`config.mk`:
```
export PLATFORM = sky130hd
export DESIGN_NAME = cache_stat_frame_packer
export DESIGN_NICKNAME = d
export VERILOG_FILES = /design/src/rtl/cache_stat_frame_packer.sv
export SDC_FILE = /design/constraint.sdc
export NUM_CORES = 1
export LEC_CHECK = 0
export ABC_AREA = 0
export CAP_MARGIN = 25
export CORE_ASPECT_RATIO = 1.2
export CORE_MARGIN = 2
export CORE_UTILIZATION = 40
export CTS_BUF_LIST = sky130_fd_sc_hd__clkbuf_8 sky130_fd_sc_hd__clkbuf_16
export CTS_CLUSTER_DIAMETER = 150
export DETAILED_ROUTE_END_ITERATION = 8
export SYNTH_ARGS = -nofsm -noshare
export SYNTH_HDL_FRONTEND = slang
export SYNTH_SLANG_ARGS = --single-unit
```
`constraint.sdc`:
```
create_clock -name clk -period 3.3 [get_ports clk]
set_input_delay 0.99 -clock clk [delete_from_list [all_inputs] [get_ports clk]]
set_output_delay 0.99 -clock clk [all_outputs]
set_load 0.1 [all_outputs]
```
`src/rtl/cache_stat_frame_packer.sv`:
```
// Cache event counters frozen on cpu_done and streamed as a checksummed byte frame.
// Optional STAT_CYCLE_CNT_EN appends a saturating idle-cycle counter to the frame.
module cache_stat_frame_packer #(
    parameter int         NUM_EVT  = 8,
    parameter int         CNT_W    = 32,
    parameter logic [7:0] HDR_BYTE = 8'hA5
) (
    input  logic               clk,
    input  logic               rstn,
    input  logic [NUM_EVT-1:0] evt_i,
    input  logic               cpu_done,
    output logic [7:0]         byte_data,
    output logic               byte_valid,
    input  logic               byte_ready,
    output logic               busy,
    output logic               frame_done
);
    localparam int BPC = CNT_W / 8;
`ifdef STAT_CYCLE_CNT_EN
    localparam int NCNT = NUM_EVT + 1;
`else
    localparam int NCNT = NUM_EVT;
`endif
    localparam int NB    = NCNT * BPC;
    localparam int FLEN  = NB + 2;
    localparam int IDX_W = $clog2(FLEN);

    localparam logic [2:0] S_IDLE = 3'd0;
    localparam logic [2:0] S_HDR  = 3'd1;
    localparam logic [2:0] S_DATA = 3'd2;
    localparam logic [2:0] S_CKS  = 3'd3;
    localparam logic [2:0] S_DONE = 3'd4;

    logic [2:0]       state_q, state_d;
    logic [CNT_W-1:0] cnt_q [NCNT];
    logic [CNT_W-1:0] cnt_d [NCNT];
    logic [IDX_W-1:0] idx_q, idx_d;
    logic [7:0]       data_q, data_d;
    logic [7:0]       cks_q, cks_d;
    logic             valid_q, valid_d;
    logic             fdone_q, fdone_d;
    logic             cpu_done_q, cpu_done_d;
    logic             armed_q, armed_d;

    logic [NCNT-1:0]  inc;
    logic [NB*8-1:0]  frame_vec;
    logic [IDX_W-1:0] sel;
    logic [7:0]       sel_byte;
    logic             edge_w;
    logic             xfer;

    // The cycle counter is simply an extra counter whose strobe is always high.
`ifdef STAT_CYCLE_CNT_EN
    assign inc = {1'b1, evt_i};
`else
    assign inc = evt_i;
`endif

    // Edges are only honoured once cpu_done has been seen low after reset.
    assign edge_w = cpu_done & ~cpu_done_q & armed_q;
    assign xfer   = valid_q & byte_ready;

    always_comb begin
        frame_vec = '0;
        for (int k = 0; k < NCNT; k++) begin
            frame_vec[(NCNT-1-k)*CNT_W +: CNT_W] = cnt_q[k];
        end
    end

    always_comb begin
        sel      = (state_q == S_HDR) ? '0 : idx_q + IDX_W'(1);
        sel_byte = '0;
        for (int j = 0; j < NB; j++) begin
            if (sel == IDX_W'(j)) begin
                sel_byte = frame_vec[(NB-1-j)*8 +: 8];
            end
        end
    end

    always_comb begin
        state_d    = state_q;
        cnt_d      = cnt_q;
        idx_d      = idx_q;
        data_d     = data_q;
        cks_d      = cks_q;
        valid_d    = valid_q;
        fdone_d    = 1'b0;
        cpu_done_d = cpu_done;
        armed_d    = armed_q | ~cpu_done;
        unique case (state_q)
            S_IDLE: begin
                for (int k = 0; k < NCNT; k++) begin
                    if (inc[k] && (cnt_q[k] != '1)) begin
                        cnt_d[k] = cnt_q[k] + CNT_W'(1);
                    end
                end
                if (edge_w) begin
                    state_d = S_HDR;
                    valid_d = 1'b1;
                    data_d  = HDR_BYTE;
                    cks_d   = '0;
                    idx_d   = '0;
                end
            end
            S_HDR: begin
                if (xfer) begin
                    cks_d   = cks_q ^ data_q;
                    data_d  = sel_byte;
                    state_d = S_DATA;
                end
            end
            S_DATA: begin
                if (xfer) begin
                    cks_d = cks_q ^ data_q;
                    if (idx_q == IDX_W'(NB - 1)) begin
                        state_d = S_CKS;
                        data_d  = cks_q ^ data_q;
                        idx_d   = '0;
                    end else begin
                        idx_d  = idx_q + IDX_W'(1);
                        data_d = sel_byte;
                    end
                end
            end
            S_CKS: begin
                if (xfer) begin
                    state_d = S_DONE;
                    valid_d = 1'b0;
                    data_d  = '0;
                    fdone_d = 1'b1;
                end
            end
            S_DONE: begin
                if (!cpu_done) begin
                    state_d = S_IDLE;
                    for (int k = 0; k < NCNT; k++) begin
                        cnt_d[k] = '0;
                    end
                end
            end
            default: state_d = S_IDLE;
        endcase
    end

    always_ff @(posedge clk or negedge rstn) begin
        if (!rstn) begin
            state_q    <= S_IDLE;
            idx_q      <= '0;
            data_q     <= '0;
            cks_q      <= '0;
            valid_q    <= 1'b0;
            fdone_q    <= 1'b0;
            cpu_done_q <= 1'b0;
            armed_q    <= 1'b0;
            for (int k = 0; k < NCNT; k++) begin
                cnt_q[k] <= '0;
            end
        end else begin
            state_q    <= state_d;
            idx_q      <= idx_d;
            data_q     <= data_d;
            cks_q      <= cks_d;
            valid_q    <= valid_d;
            fdone_q    <= fdone_d;
            cpu_done_q <= cpu_done_d;
            armed_q    <= armed_d;
            for (int k = 0; k < NCNT; k++) begin
                cnt_q[k] <= cnt_d[k];
            end
        end
    end

    assign byte_data  = data_q;
    assign byte_valid = valid_q;
    assign frame_done = fdone_q;
    assign busy       = (state_q == S_HDR) || (state_q == S_DATA) || (state_q == S_CKS);

endmodule

```
==> run_results.csv <==
group,metric,value,unit
outcome,status,"completed",
clock_tree,clkLatencyLatePin,0.57,ns
setup_path,path_cells,"buf_4 > nand2_1 > buf_4 > a21oi_1 > a2bb2oi_2 > buf_12 > nor4_1 > a2111oi_1 > nor3_1 > or3b_1 > a41oi_1",
clock_tree,post_cts_buffers,0,
setup_path,critical_path.max_fanout,17,
timing,finalCriticalPeriod,3.251,ns
synthesis,synth_flop_cell,"dfrtp_1",
timing,clock_skew,0.03474,ns
global_route,grt_pass1_wl,103.5,mm
detailed_routing,vias,17837,
timing,setup_slack,0.04918,ns
clock_tree,cts_sinks,285,
die,die_area,47150,sq um
power_and_ir_drop,leakage,9.017,nW
cells_and_area,syn_to_final_growth,19.01,%
detailed_routing,drtAntennaViolNets,0,
die,io_pins,23,
detailed_routing,drt_wl_total,66.38,mm
clock_tree,cts_buffers,36,
placement,port_buffers,22,
timing,relSlewSlack,0.4364,
synthesis,yosys_warnings,0,
timing,slew_violations,0,
detailed_routing,routed_via_density,6.016,
global_route,gr-usage-all-layers,0.2847,
timing,hold_viol,0,
die,core_region_area,44880,sq um
cells_and_area,stdcell_count,2965,
synthesis,synthesis.nets,2198,
timing,finalSetupViolCount,0,
setup_path,path_common_cell,"buf_4",
setup_path,path_class,"reg2reg",
synthesis,synth_edf_count,0,
synthesis,synth.distinct_cells,103,
power_and_ir_drop,power_density,713.2,nW/um^2
clock_tree,cts_tree,"done",
clock_tree,h-tree-depth,2,
placement,gp_congestion,0.9735,
timing,finalCritPeriodShare,0.9851,
synthesis,syn-instance-count,2177,
die,rows,85,
cells_and_area,final_core_util,0.4818,
global_route,grt_pass1_vias,17560,
detailed_routing,avgRoutedWirePerCell,22.39,um
clock_tree,clockRootBuffer,"clkbuf_16",
synthesis,synthArstFlopShare,1.000,
setup_path,critPathSlowestCell,"a2111oi_1",
detailed_routing,remaining_drc_errors,0,
timing,max_freq,307.6,MHz
setup_path,required,3.79,ns
synthesis,yosysTopAreaCell,"dfrtp_1",
cells_and_area,nets,2355,
die,initial_core_util,0.4049,
cells_and_area,drive_above_1_share,0.1401,
die,die_y,237.5,um
setup_path,start_kind,"flip-flop",
global_route,grt_max_degree,98,
timing,worst_pin_slew,0.8432,ns
synthesis,ys_top_cells_by_area,"dfrtp_1, nor2_1, xor2_1",
power_and_ir_drop,irDropWorstVdd,420.7,uV
setup_path,crit_arrival,3.74,ns
synthesis,synth.most_common_cell,"nor2_1",
cells_and_area,final-seq-area,7133,sq um
die,die_x,198.6,um
clock_tree,clk_pin_slew_worst_paths,0.06,ns
setup_path,end_kind,"flip-flop",
synthesis,post-synth-top-area-fraction,0.3925,
setup_path,slowest_delay,0.78,ns
synthesis,yosysSeqAreaShare,0.3925,
detailed_routing,first_iter_violations,1410,
synthesis,ys_ff_latch,285,
min_path,hp-class,"in2async",
detailed_routing,dr.pass1.iters,7,
run,max_cap_violations,0,
power_and_ir_drop,finalPower,15.42,mW
global_route,grt_overflow,0,
synthesis,syn_avg_cell_area,8.346,sq um
clock_tree,clockBufferDepth,3,
cells_and_area,nFillCells,4375,
timing,fin_setup_tns,0,ns
cells_and_area,multiInputGateArea,10510,sq um
synthesis,syn_area,18170,sq um
placement,placed_cells,2905,
placement,place_ws,-0.2180,ns
synthesis,synth_top_cells_by_count,"nor2_1, dfrtp_1, nand2_1, xor2_1, nand3_1",
setup_path,cp_num_buf_inv,3,
setup_path,crit_family,"compound AO/OA/AOI/OAI gates",
global_route,antenna_found_initial,2,
placement,dpl.hpwl,50.08,mm
registers in the layout, indices dropped and copies added, names as in the netlist:
| signal | flops |
|---|---|
| armed_q | 1 |
| idx_q | 6 |
| state_q | 3 |
| byte_valid | 1 |
| cnt_q | 256 |
| frame_done | 1 |
| cpu_done_q | 1 |
| byte_data | 8 |
| cks_q | 8 |
per-stage QoR:
stage          area, sq um  hold WS [ns]
2_1_floorplan        18170        0.4351
3_3_place_gp         20390        0.4635
3_5_place_dp         20390        0.4662
4_1_cts              21590        0.3958
5_1_grt              21620        0.4190
6_report             21620        0.3838
cells in the final DEF (no fill, tap or decap), types with 6 or more instances in the layout:
cell type / count
nor3_2: 6
o2111ai_1: 6
o31ai_1: 13
clkbuf_8: 9
o21ai_0: 101
nor3_1: 83
a31oi_1: 18
a22oi_1: 8
mux2_2: 7
buf_4: 199
nand2_1: 205
o22ai_1: 30
nand3b_1: 6
nor2_2: 7
o211ai_1: 6
clkbuf_16: 37
a211oi_1: 24
and4_1: 33
or3_1: 41
mux2i_1: 12
clkdlybuf4s50_1: 10
nand4_1: 79
inv_1: 55
and2_1: 28
nand3_1: 111
xnor2_1: 98
a221oi_1: 12
nand2b_1: 11
nor2b_1: 12
nor2_1: 323
o21a_1: 8
dfrtp_1: 284
buf_12: 12
nor4_1: 36
a22o_1: 6
ha_1: 8
xor2_1: 121
a21oi_1: 106
o221ai_1: 10
and3_1: 33
metal layers:
| metal | part of all wire | GRT usage | vias to the layer above |
|---|---|---|---|
| met2 | 0.48 | 0.4812 | 687 |
| met3 | 0.059 | 0.03902 | 203 |
| met5 | 0 | 0 | - |
| met4 | 0.057 | 0.1511 | 0 |
| li1 | - | - | 8177 |
| met1 | 0.40 | 0.3516 | 8770 |
kinds of logic after synthesis:
logic type,synth area share
and+or+nand+nor,0.2861
AOI/OAI and AO/OA,0.1607
buffers and inverters,0.03347
adders and majority gates,0.006198
xor gates and xnor gates,0.1089
DFF,0.3925
muxes,0.01219
final cells by class:
| cell class | count | share of cell area |
|---|---|---|
| Clock inverter | 13 | 0.006249 |
| Antenna cell | 1 | 0.0001157 |
| Clock buffer | 46 | 0.04855 |
| Multi-Input combinational cell | 1740 | 0.4859 |
| Sequential cell | 285 | 0.3299 |
| Tap cell | 609 | 0.03524 |
| Timing Repair Buffer | 222 | 0.08552 |
| Inverter | 49 | 0.008506 |
path summary, 6_finish.rpt:
path                                 to  slack (ns)  startpoint  cells past startpoint
max                        byte_data[2]        0.05    idx_q[0]                     11
min                           cnt_q[14]        0.38        rstn                      1
max reg2reg                byte_data[2]        0.05    idx_q[0]                     11
min reg2reg                     armed_q        0.47     armed_q                      1
max in group asynchronous    cnt_q[232]        2.07        rstn                      2
min in group clk                armed_q        0.47     armed_q                      1
repair_timing:
item                       4_1_cts  5_1_grt
setup endpoints to repair        3        8
hold buffers                     0        0
resized for setup                3        8
where the power goes:
part	switching, mW	internal [mW]
clock	1.55	2.45
combinational	4.18	2.30
sequential	0.898	4.04
total	6.63	8.79
No activity file was read; power rests on OpenSTA's default activity.
